### src/rtl/phase_sequencer_if.sv
// Handshake bundle between the processor wrapper (master) and the phase sequencer (slave).
interface phase_sequencer_if #(
  parameter int PHASES    = 3,
  parameter int IRQ_COUNT = 24
);
  localparam int IRQ_ID_W = (IRQ_COUNT > 1) ? $clog2(IRQ_COUNT) : 1;

  logic                 run;
  logic                 mem_ready;
  logic [IRQ_COUNT-1:0] irq;
  logic [IRQ_COUNT-1:0] irq_mask;
  logic                 ie_set;
  logic [PHASES-1:0]    phase;
  logic                 last_phase;
  logic                 stall;
  logic [IRQ_COUNT-1:0] irq_pending;
  logic                 irq_valid;
  logic                 irq_take;
  logic [IRQ_ID_W-1:0]  taken_id;
  logic                 ie;

  modport master (
    output run, mem_ready, irq, irq_mask, ie_set,
    input  phase, last_phase, stall, irq_pending, irq_valid, irq_take, taken_id, ie
  );

  modport slave (
    input  run, mem_ready, irq, irq_mask, ie_set,
    output phase, last_phase, stall, irq_pending, irq_valid, irq_take, taken_id, ie
  );
endinterface

### src/rtl/phase_sequencer.sv
// One-hot instruction-phase sequencer with wait-state stalling, run/halt control and
// an edge-latched, prioritised, maskable interrupt front end taken at instruction boundaries.
module phase_sequencer #(
  parameter int PHASES    = 3,
  parameter int IRQ_COUNT = 24
) (
  input  logic              clk,
  input  logic              rst,
  phase_sequencer_if.slave  bus
);
  localparam int IRQ_ID_W = (IRQ_COUNT > 1) ? $clog2(IRQ_COUNT) : 1;
  localparam logic [PHASES-1:0] PHASE_P0 = {{(PHASES-1){1'b0}}, 1'b1};

  typedef enum logic {
    ST_IDLE,
    ST_BUSY
  } state_e;

  state_e               state_q, state_d;
  logic [PHASES-1:0]    phase_q, phase_d;
  logic [IRQ_COUNT-1:0] pending_q, pending_d;
  logic [IRQ_COUNT-1:0] irq_prev_q, irq_prev_d;
  logic                 ie_q, ie_d;
  logic                 irq_take_q, irq_take_d;
  logic [IRQ_ID_W-1:0]  taken_id_q, taken_id_d;

  logic [IRQ_COUNT-1:0] masked;
  logic [IRQ_COUNT-1:0] clr_vec;
  logic [IRQ_ID_W-1:0]  sel_id;
  logic                 sel_found;
  logic                 last_phase;
  logic                 irq_valid;
  logic                 take;

  assign last_phase = phase_q[PHASES-1] & bus.mem_ready;
  assign masked     = pending_q & bus.irq_mask;
  assign irq_valid  = ie_q & (|masked);
  assign take       = last_phase & irq_valid;

  // Lowest-index enabled request wins.
  always_comb begin
    sel_id    = '0;
    sel_found = 1'b0;
    for (int unsigned i = 0; i < IRQ_COUNT; i++) begin
      if (masked[i] && !sel_found) begin
        sel_id    = IRQ_ID_W'(i);
        sel_found = 1'b1;
      end
    end
  end

  always_comb begin
    state_d = state_q;
    phase_d = phase_q;
    case (state_q)
      ST_IDLE: begin
        if (bus.run) begin
          state_d = ST_BUSY;
          phase_d = PHASE_P0;
        end
      end
      ST_BUSY: begin
        if (bus.mem_ready) begin
          if (phase_q[PHASES-1]) begin
            if (bus.run) begin
              phase_d = PHASE_P0;
            end else begin
              state_d = ST_IDLE;
              phase_d = '0;
            end
          end else begin
            phase_d = phase_q << 1;
          end
        end
      end
      default: begin
        state_d = ST_IDLE;
        phase_d = '0;
      end
    endcase
  end

  // A fresh rising edge on the channel being taken re-arms it: set overrides clear.
  always_comb begin
    clr_vec = '0;
    if (take) clr_vec[sel_id] = 1'b1;
    irq_prev_d = bus.irq;
    pending_d  = (pending_q & ~clr_vec) | (bus.irq & ~irq_prev_q);
    ie_d       = take ? 1'b0 : (bus.ie_set ? 1'b1 : ie_q);
    irq_take_d = take;
    taken_id_d = take ? sel_id : taken_id_q;
  end

  always_ff @(posedge clk or negedge rst) begin
    if (!rst) begin
      state_q    <= ST_IDLE;
      phase_q    <= '0;
      pending_q  <= '0;
      irq_prev_q <= '0;
      ie_q       <= 1'b0;
      irq_take_q <= 1'b0;
      taken_id_q <= '0;
    end else begin
      state_q    <= state_d;
      phase_q    <= phase_d;
      pending_q  <= pending_d;
      irq_prev_q <= irq_prev_d;
      ie_q       <= ie_d;
      irq_take_q <= irq_take_d;
      taken_id_q <= taken_id_d;
    end
  end

  assign bus.phase       = phase_q;
  assign bus.last_phase  = last_phase;
  assign bus.stall       = (|phase_q) & ~bus.mem_ready;
  assign bus.irq_pending = pending_q;
  assign bus.irq_valid   = irq_valid;
  assign bus.irq_take    = irq_take_q;
  assign bus.taken_id    = taken_id_q;
  assign bus.ie          = ie_q;
endmodule

### src/flat_wrapper.sv
// flat-port wrapper written by rule: the top's interface ports become plain ports
module phase_sequencer_flat 
#(
  parameter int PHASES    = 3,
  parameter int IRQ_COUNT = 24
)
  (clk, rst, bus_run, bus_mem_ready, bus_irq, bus_irq_mask, bus_ie_set, bus_phase, bus_last_phase, bus_stall, bus_irq_pending, bus_irq_valid, bus_irq_take, bus_taken_id, bus_ie);
  phase_sequencer_if #(.PHASES(PHASES), .IRQ_COUNT(IRQ_COUNT)) bus_i ();
  input  logic clk;
  input  logic rst;
  input wire logic [$bits(bus_i.run)-1:0] bus_run;
  input wire logic [$bits(bus_i.mem_ready)-1:0] bus_mem_ready;
  input wire logic [$bits(bus_i.irq)-1:0] bus_irq;
  input wire logic [$bits(bus_i.irq_mask)-1:0] bus_irq_mask;
  input wire logic [$bits(bus_i.ie_set)-1:0] bus_ie_set;
  output wire logic [$bits(bus_i.phase)-1:0] bus_phase;
  output wire logic [$bits(bus_i.last_phase)-1:0] bus_last_phase;
  output wire logic [$bits(bus_i.stall)-1:0] bus_stall;
  output wire logic [$bits(bus_i.irq_pending)-1:0] bus_irq_pending;
  output wire logic [$bits(bus_i.irq_valid)-1:0] bus_irq_valid;
  output wire logic [$bits(bus_i.irq_take)-1:0] bus_irq_take;
  output wire logic [$bits(bus_i.taken_id)-1:0] bus_taken_id;
  output wire logic [$bits(bus_i.ie)-1:0] bus_ie;
  assign bus_i.run = bus_run;
  assign bus_i.mem_ready = bus_mem_ready;
  assign bus_i.irq = bus_irq;
  assign bus_i.irq_mask = bus_irq_mask;
  assign bus_i.ie_set = bus_ie_set;
  assign bus_phase = bus_i.phase;
  assign bus_last_phase = bus_i.last_phase;
  assign bus_stall = bus_i.stall;
  assign bus_irq_pending = bus_i.irq_pending;
  assign bus_irq_valid = bus_i.irq_valid;
  assign bus_irq_take = bus_i.irq_take;
  assign bus_taken_id = bus_i.taken_id;
  assign bus_ie = bus_i.ie;
  phase_sequencer #(.PHASES(PHASES), .IRQ_COUNT(IRQ_COUNT)) u_core (.clk(clk), .rst(rst), .bus(bus_i));
endmodule
### config.mk
export PLATFORM = sky130hd
export DESIGN_NAME = phase_sequencer_flat
export DESIGN_NICKNAME = d
export VERILOG_FILES = /design/src/rtl/phase_sequencer_if.sv /design/src/rtl/phase_sequencer.sv /design/src/flat_wrapper.sv
export SDC_FILE = /design/constraint.sdc
export NUM_CORES = 1
export LEC_CHECK = 0
export CAP_MARGIN = 20
export CORE_MARGIN = 2
export CORE_UTILIZATION = 48
export CTS_BUF_LIST = sky130_fd_sc_hd__clkbuf_16
export DETAILED_ROUTE_END_ITERATION = 6
export PLACE_DENSITY_LB_ADDON = 0.05
export SLEW_MARGIN = 30
export SYNTH_ARGS = -nofsm -noshare
export SYNTH_HDL_FRONTEND = slang
export SYNTH_SLANG_ARGS = --single-unit
### constraint.sdc
create_clock -name clk -period 4.09 [get_ports clk]
set_clock_uncertainty 0.1 [all_clocks]
set_input_delay 0.818 -clock clk [delete_from_list [all_inputs] [get_ports clk]]
set_output_delay 0.818 -clock clk [all_outputs]
set_load 0.05 [all_outputs]
Word-level counts from Yosys, hierarchy flattened
Index checks and enable logic that the tools add are counted.

Input port bits: 53. Output and inout port bits: 37. Flip-flop bits (word level): 59.

Reduce and logical (&&, ||, !) cells: 51. Magnitude comparators: 2. Equal/unequal tests: 2. Multiplexer cells: 60. Bitwise operators: 12.

Operators with widths (number): 5-bit two-way mux (22); 24-bit AND (3); 24-bit NOT (2); 1-bit two-way mux (31); 1-bit logical AND (24); 24-bit two-way mux (1); 24-bit OR (1); 24-bit OR reduction (1); 1-bit zero test (23); 3-bit two-way mux (3); 5-bit by 6-bit less-than comparator with 1-bit output, second input constant (1); 3-bit case mux with 2 select lines (1); 1-bit demux with 5-bit select (1); 5-bit by 1-bit >= comparator with 1-bit output, second input constant (1); 1-bit AND (4); 2-bit inequality test, second input constant (2); 3-bit OR reduction (1); 1-bit NOT (2); 1-bit case mux with 2 select lines (1); 2-bit AND reduction (1); 2-bit nonzero test (1).

Logic depth before layout (Yosys ltp)
Depth after elaboration: 79. Gate-level depth with buffers: 8.

Least setup slack after synthesis
No wires, ideal clock.

Path type: input-to-output. Start point: in bus_irq_mask[1]. End point: out bus_irq_valid. Arrival: 2.400 ns. Stages on the path: 4. Required time: 3.172 ns. Slack: 0.772 ns. Path through: a22oi_1 -> nand4_1 -> nor2_1 -> a21boi_0.

Word-level cells in the longest chain between the ends: 3.

RTL lines: start: declaration (RTL line flat_wrapper.sv:14) `input wire logic [$bits(bus_i.irq_mask)-1:0] bus_irq_mask;`; 24-bit AND (RTL line phase_sequencer.sv:36) `assign masked = pending_q & bus.irq_mask;`; 24-bit OR reduction (RTL line phase_sequencer.sv:37) `assign irq_valid = ie_q & (|masked);`; 1-bit AND (RTL line phase_sequencer.sv:37); end: declaration (RTL line flat_wrapper.sv:20) `output wire logic [$bits(bus_i.irq_valid)-1:0] bus_irq_valid;`.

No other way between the ends.

Final worst setup path
Ends and elaborated chain as after synthesis.

==> impl_metrics.csv <==
group,metric,value,unit
synthesis,ys_seq_elements,59,
drt,drt-total-wl,6402,um
critical_path,end_kind,"output port",
floorplan,fp.dieH,76.62,um
sta,hold_violations,0,
global_route,use_met3,7.938,%
global_route,antenna_found_initial,0,
global_route,grt_overflow,0,
floorplan,initial_core_util,49.56,%
global_route,grt_first_pass_wirelength,10660,um
placement,dp_slack,0.3758,ns
layout,area_growth,49.78,%
sta,finalCritPeriodShare,88.16,%
synthesis,synthArstFlopShare,100.0,%
drt,dr.pass1.iters,4,
power,ir_drop,0.0003811,V
synthesis,yosys_warnings,0,
placement,dp_hpwl,4706,um
floorplan,die_w,76.62,um
clock_network,cts.reportedPaths.clkPinSlew,0.05,ns
critical_path,r2r-end,"u_core.bus.irq_pending[10]$_DFF_PN0_",
critical_path,r2r_cells,7,
sta,hold-worst-slack,0.3048,ns
critical_path,crit_type,"input pin to output port",
synthesis,synth_cell_types,45,
drt,wire_per_inst,15.61,um
layout,final_common_cell,"clkdlybuf4s50_1",
global_route,grt_busiest_layer,"met2",
critical_path,worst-endpoint-arrival,2.69,ns
global_route,use_met1,29.08,%
critical_path,crit_end,"bus_irq_valid",
synthesis,synth_area_per_cell,10.73,um^2
status,outcome,"completed",
global_route,grt_use_met2,38.14,%
clock_network,cts_inserted_buffers,9,
clock_network,insertion_delay,0.32,ns
floorplan,core,5107,um^2
layout,antennaDiodeCount,0,
sta,fmaxAchievable,277.3,MHz
hold_path,hp-class,"flop to flop",
clock_network,cts.repair.resized,0,
run,cap_violations,0,
synthesis,synth_seq_area_share,58.33,%
sta,period_needed,3.606,ns
synthesis,synth_edf_count,0,
floorplan,ios,90,
drt,drc,0,
clock_network,hold_buffers,0,
power,power_density,467.9,nW/um^2
clock_network,cts_htree_levels,3,
synthesis,ys_dominant_reg_cell,"dfrtp_1",
sta,timing.final.ws_setup,0.4844,ns
synthesis,synthesis.nets,289,
drt,antenna_left,0,
clock_network,cts-root-buf,"clkbuf_16",
floorplan,row_count,26,
global_route,first_global_vias,2264,
sta,relSlewSlack,61.77,%
clock_network,cts_tree,"yes",
critical_path,cp_max_fo,9,
layout,fin_nets,389,
sta,slew_viol_final,0,
synthesis,synthCells,236,
hold_path,hold_depth,1,
critical_path,r2r_start,"u_core.bus.irq_pending[1]$_DFF_PN0_",
drt,vias_per_cell,5.500,
synthesis,synth_area,2531,um^2
layout,drive_above_1_share,7.647,%
sta,final.setup.tns,0,ns
sta,tightest_slew,0.5735,ns
clock_network,clock_sinks,59,
clock_network,post_cts_buffers,0,
drt,num_vias,2255,
global_route,grt_max_degree,49,
layout,fill_cells,386,
sta,rsz0062_at_grt,"no",
critical_path,required,3.17,ns
critical_path,cp-startpoint,"bus_irq_mask[1]",
critical_path,start_kind,"input pin",
clock_network,cts_buffer_depth,2,
drt,drt-initial-drc-count,109,
layout,layout_common_cells,"87 x clkdlybuf4s50_1, 59 x dfrtp_1, 26 x inv_1, 24 x nand2_1, 19 x o31ai_1",
critical_path,regToRegSetupSlack,1.17,ns
placement,io_buffer_count,89,
placement,globalplace.congestion,0.8171,
floorplan,dieArea,5870,um^2
sta,setup_viol,0,
global_route,grt_use_total,23.49,%
power,power.leakage,0.001582,uW
-- kinds of logic after synthesis --
kind of cell	after synthesis	synth area share, %
compound gates	81	22.84
buf+inv	28	4.498
flops	59	58.33
mux	2	0.8403
simple gates	66	13.49
-- worst min-delay path by stage --
stage / end / slack, ns / start
floorplan: u_core.bus.irq_pending[10]$_DFF_PN0_ / 0.29 / u_core.irq_prev_q[10]$_DFF_PN0_
global placement: u_core.bus.irq_pending[9]$_DFF_PN0_ / 0.29 / u_core.irq_prev_q[9]$_DFF_PN0_
detailed placement: u_core.bus.irq_pending[5]$_DFF_PN0_ / 0.30 / u_core.irq_prev_q[5]$_DFF_PN0_
CTS: u_core.bus.irq_pending[5]$_DFF_PN0_ / 0.31 / u_core.irq_prev_q[5]$_DFF_PN0_
global route: u_core.bus.irq_pending[5]$_DFF_PN0_ / 0.32 / u_core.irq_prev_q[5]$_DFF_PN0_
finish: u_core.bus.irq_pending[15]$_DFF_PN0_ / 0.30 / u_core.irq_prev_q[15]$_DFF_PN0_
-- synthesized netlist by cell type, drive strengths merged, types with 3 or more instances --
library cell / instances / share of area, %
inv: 25 / 3.7
nand2b: 5 / 1.2
a32oi: 4 / 1.4
nand2: 25 / 3.8
nor2: 14 / 2.1
a21oi: 4 / 0.79
a22o: 5 / 1.7
o31ai: 19 / 5.6
nand4: 5 / 1.5
a22oi: 9 / 2.7
dfrtp: 59 / 58
a31oi: 3 / 0.74
o21ai: 25 / 5.1
-- metal layers --
| metal | wire, um | vias up |
|---|---|---|
| met5 | 0 | - |
| met4 | 83 | 0 |
| met3 | 390 | 8 |
| met2 | 3201 | 75 |
| met1 | 2726 | 1096 |
| li1 | - | 1076 |
-- where the power goes --
part | switching (uW) | total (uW) | internal (uW)
Sequential | 30.0 | 662 | 632
Clock | 246 | 707 | 462
Combinational | 250 | 405 | 155
Total | 525 | 1770 | 1250
-- sequential cells by signal, indices dropped and copies added, names as in the netlist --
| signal | count |
|---|---|
| u_core.bus.irq_take | 1 |
| u_core.bus.irq_pending | 24 |
| u_core.bus.taken_id | 5 |
| u_core.irq_prev_q | 24 |
| u_core.state_q | 1 |
| u_core.bus.phase | 3 |
| u_core.bus.ie | 1 |
-- stage by stage --
step | utilization (%) | std cells | cell area [um^2] | total power [uW]
CTS | 74.23 | 410 | 3791 | 1791
floorplan | - | 236 | 2531 | 898.7
detailed placement | 68.67 | 395 | 3507 | 1077
global route | 74.23 | 410 | 3791 | 1842
finish | 74.23 | 410 | 3791 | 1774
global placement | 68.62 | 395 | 3505 | 1073
-- critical path, cell delays in order --
cell,delay (ns)
clkdlybuf4s50_1,0.42
a22oi_1,0.41
nand4_1,0.43
nor2_1,0.28
a21boi_0,0.13
buf_4,0.20
-- cell type report --
class                   count  area (um^2)  share of cell area, %
clock buffers               9        225.2                  5.941
clock inverters             6        58.81                  1.551
inverters                  25        93.84                  2.475
multi-input cells         149        940.9                  24.82
flip-flops and latches     59         1476                  38.94
well taps                  70        87.58                  2.310
repair buffers             92        908.4                  23.96
No activity file was read; power rests on OpenSTA's default activity.
==> patch 1: new RTL, same flow settings <==
`IRQ_COUNT` is set to 24 in 3 places; all go to 12.
--- a/src/rtl/phase_sequencer_if.sv
+++ b/src/rtl/phase_sequencer_if.sv
@@ -1,7 +1,7 @@
 // Handshake bundle between the processor wrapper (master) and the phase sequencer (slave).
 interface phase_sequencer_if #(
   parameter int PHASES    = 3,
-  parameter int IRQ_COUNT = 24
+  parameter int IRQ_COUNT = 12
 );
   localparam int IRQ_ID_W = (IRQ_COUNT > 1) ? $clog2(IRQ_COUNT) : 1;
 
--- a/src/rtl/phase_sequencer.sv
+++ b/src/rtl/phase_sequencer.sv
@@ -2,7 +2,7 @@
 // an edge-latched, prioritised, maskable interrupt front end taken at instruction boundaries.
 module phase_sequencer #(
   parameter int PHASES    = 3,
-  parameter int IRQ_COUNT = 24
+  parameter int IRQ_COUNT = 12
 ) (
   input  logic              clk,
   input  logic              rst,
--- a/src/flat_wrapper.sv
+++ b/src/flat_wrapper.sv
@@ -2,7 +2,7 @@
 module phase_sequencer_flat 
 #(
   parameter int PHASES    = 3,
-  parameter int IRQ_COUNT = 24
+  parameter int IRQ_COUNT = 12
 )
   (clk, rst, bus_run, bus_mem_ready, bus_irq, bus_irq_mask, bus_ie_set, bus_phase, bus_last_phase, bus_stall, bus_irq_pending, bus_irq_valid, bus_irq_take, bus_taken_id, bus_ie);
   phase_sequencer_if #(.PHASES(PHASES), .IRQ_COUNT(IRQ_COUNT)) bus_i ();
Ports: changed (resized bus_irq, bus_irq_mask, bus_irq_pending and bus_taken_id); port bits go from 90 to 53. No check against the original RTL was run, so the function may have changed too.
==> patch 1 against the original RTL <==
Utilization decreased by 0.29 points; total power decreased by 40%; synthesized area decreased by 39%; sequential cell count shrank 25; register-to-register slack improved by 1.1 ns; setup slack got worse by 0.022 ns; first-iteration DRC count is 42% lower; wire length fell by 44%; combinational power shrank 22%; design area shrank 40%; critical path type unchanged; largest cell class unchanged.
==> patch 1: results (changes against the original RTL) <==
WP data arrival 2.71 ns (+0.02 ns); Buffers on Ports 52 (-42%); 1st-iter DRT viols 63 (-42%); worst skew pair latency 0.27 ns (-0.05 ns); nets 230 (-41%); worst r2r src u_core.bus.irq_pending[4]; reg2reg end u_core.bus.taken_id[0]; vias in the first global route 1386 (-39%); hold depth 2 (+1); worst hold margin 0.3849 ns (+0.08013 ns); Worst Setup Slack post-DPL 0.4958 ns (+0.1200 ns); crit-path max FO 5 (-4); # H-tree levels 2 (-1); Worst R2R Path Depth 5 (-2); routed length per instance 14.62 um (-6.4%); layout cells sized above 1 0.08416 (+0.007688); Syn Nets 171 (-41%); CP peak stage delay 0.70 ns (+0.27 ns); end of the worst hold path u_core.bus.taken_id[1]; Synth Flop Type dfrtp_1; Post-DP Area 2121 um2 (-40%); Worst path slowest cell clkdlybuf4s50_1; CP top delay family buffers and inverters; Vias 1322 (-41%); worst slew pin tran 0.5134 ns (-0.06004 ns); Tcrit/Tclk final 0.8869 (+0.005332); largest net degree at the start of global routing 35 (-29%); Post-Syn Instances 142 (-40%); All-Layer GR Usage 0.2186 (-0.01630); Leak 1.005 nW (-36%); top post-synthesis cells by area dfrtp_1 55%, a22o_1 6.8%, nand2_1 3.6%, a21oi_1 2.9%, inv_1 2.9%; hold path startpoint u_core.bus.taken_id[1]; worst reg2reg setup slack 2.26 ns (+1.09 ns); DP Cell Count 238 (-40%); GPL Wtd Cong 0.8726 (+6.8%); post-synthesis sequential area ratio 0.5493 (-0.03402); final WL 3596 um (-44%); antenna violations before repair 0 (unchanged); Yosys cell types 35 (-22%); first-pass GRT wire length 5961 um (-44%); Synth top cells by count 34 x dfrtp_1, 15 x nand2_1, 12 x a22o_1, 12 x inv_1, 9 x a21oi_1; status completed; DP Wirelength 2585 um (-45%); # Post-CTS Setup Buffers 0 (unchanged); Num CTS Buffers 5 (-4); Worst VDD drop 0.3849 mV (+0.99%)
patch 1: per-layer routing:
metal / GRT usage / vias up / wire length, um
met4: 0.08696 / 0 / 45
met1: 0.2658 / 639 / 1581
met5: 0 / - / 0
met2: 0.3610 / 42 / 1723
li1: - / 635 / -
met3: 0.07036 / 6 / 245
patch 1: area by class of cell:
class	instances	area [um2]
clock buffer	5	125.1
clock inverter	3	11.26
fill	227	795.8
inverter	13	48.80
multi-input combinational	94	638.1
sequential	34	850.8
tap	44	55.05
timing repair buffer	53	528.0
patch 1: power by group:
group / internal, mW / switching [mW] / total (mW)
Clock: 0.219 / 0.125 / 0.344
Sequential: 0.372 / 0.0276 / 0.400
Combinational: 0.120 / 0.195 / 0.315
patch 1: kinds of logic after synthesis:
| group | Yosys count | synth area share |
|---|---|---|
| AND/OR/NAND/NOR | 41 | 0.1389 |
| flip-flops | 34 | 0.5493 |
| multiplexers | 2 | 0.01615 |
| AO/OA/AOI/OAI | 51 | 0.2569 |
| buffers and inverters | 14 | 0.03877 |
==> patch 2: new RTL, config.mk and constraints unchanged <==
Made on the original files. `pending_q` no longer has a reset.
--- a/src/rtl/phase_sequencer.sv
+++ b/src/rtl/phase_sequencer.sv
@@ -95,7 +95,6 @@
     if (!rst) begin
       state_q    <= ST_IDLE;
       phase_q    <= '0;
-      pending_q  <= '0;
       irq_prev_q <= '0;
       ie_q       <= 1'b0;
       irq_take_q <= 1'b0;
@@ -103,12 +102,15 @@
     end else begin
       state_q    <= state_d;
       phase_q    <= phase_d;
-      pending_q  <= pending_d;
       irq_prev_q <= irq_prev_d;
       ie_q       <= ie_d;
       irq_take_q <= irq_take_d;
       taken_id_q <= taken_id_d;
     end
+  end
+
+  always_ff @(posedge clk) begin
+    pending_q <= pending_d;
   end
 
   assign bus.phase       = phase_q;
Check against the original RTL: not equivalent (a bounded check fails within 4 cycles, from zero or initial values and one cycle with rst low).
==> patch 2 against the original RTL <==
Utilization increased by 2.7 points; sequential share of layout area down 2.1 points; critical endpoint unchanged; total power grew 4.3%; cell count decreased by 0.98%; wire length up 4.1%; setup slack better by 0.054 ns; register-to-register slack improved by 0.05 ns; synthesized area decreased by 4.7%; largest power group unchanged; sequential cell count is the same; design area fell by 2.8%; via count is 1.3% higher.
==> patch 2: results (changes against the original RTL) <==
Vias 2285 (+1.3%); met2 usage in global routing 0.4074 (+0.02599); GR Layer Usage met3 0.05087 (-0.02851); Finished Layout Cells 406 (-0.98%); met1 GRT Util 0.3423 (+0.05150); ys async rst share 0.5932 (-0.4068); Sequential Area 1356 um2 (-8.1%); GPL Wtd Cong 0.8754 (+7.1%); non-clk buf share 0.2418 (+0.002244); DP Cell Count 390 (-1.3%); met1 wire length 2826 um (+3.7%); bufs w/o clock 90 (-2.2%); Post-DP Area 3366 um2 (-4.0%); vias in the first global route 2136 (-5.7%); 1st-iter DRT viols 173 (+59%); wire length on met3 541 um (+39%); WP data arrival 2.63 ns (-0.06 ns); post-synthesis sequential area ratio 0.5625 (-0.02076); status completed; Leak 1.566 nW (-1.0%); Yosys cell types 46 (+2.2%); clk cell area share 0.08628 (+0.01136); top post-synthesis cells by area dfrtp_1 36%, dfxtp_1 20%, o31ai_1 5.9%, inv_1 3.9%, nand2_1 3.7%; Synth top cells by count 35 x dfrtp_1, 25 x inv_1, 24 x dfxtp_1, 24 x nand2_1, 19 x o31ai_1; final WL 6664 um (+4.1%); layout cells sized above 1 0.07375 (-0.002724); first-pass GRT wire length 10380 um (-2.7%); largest net degree at the start of global routing 36 (-27%); met2 wire len 3182 um (-0.59%); fraction of area in multi-input gates 0.2554 (+0.007250)
==> patch 2: cell count changes in the layout (fill, tap and decap cells not counted), sizes merged <==
cell,change
dfrtp,-24
dfxtp,+24
clkinv,+1
buf,-2
bufinv,+1
inv,-1
==> patch 2: power by group through the flow <==
stage / clock, mW / combinational (mW) / sequential, mW
floorplan: 0 / 0.114 / 0.783
global placement: 0 / 0.395 / 0.666
detailed placement: 0 / 0.400 / 0.668
CTS: 0.796 / 0.402 / 0.658
global route: 0.819 / 0.424 / 0.663
finish: 0.792 / 0.400 / 0.658
==> patch 2: kinds of logic (layout without fill, tap and decap cells) <==
kind of cell           Yosys count  in the layout  share of synthesized area
multiplexers                     2              2                   0.008822
AND/OR/NAND/NOR                 66             66                     0.1417
AO/OA/AOI/OAI                   81             81                     0.2398
buffers and inverters           28            131                    0.04722
flip-flops                      59             59                     0.5625
==> patch 2: worst max-delay path, cell delays in order <==
cell	delay, ns
clkdlybuf4s50_1	0.43
a222oi_1	0.58
nand2_1	0.29
nor2_1	0.20
a21boi_0	0.12
buf_4	0.20
==> patch 2: worst paths after layout <==
path / from / end / slack, ns / depth (start not counted)
setup reg to reg: u_core.bus.irq_pending[16] / u_core.bus.irq_pending[15] / 1.22 / 7
setup / recovery: bus_irq_mask[16] / bus_irq_valid / 0.54 / 6
hold reg to reg: u_core.irq_prev_q[19] / u_core.bus.irq_pending[19] / 0.31 / 1
hold / removal: u_core.irq_prev_q[19] / u_core.bus.irq_pending[19] / 0.31 / 1
max in group asynchronous: rst / u_core.bus.taken_id[3] / 2.91 / 1
min in group asynchronous: rst / u_core.irq_prev_q[14] / 0.47 / 1
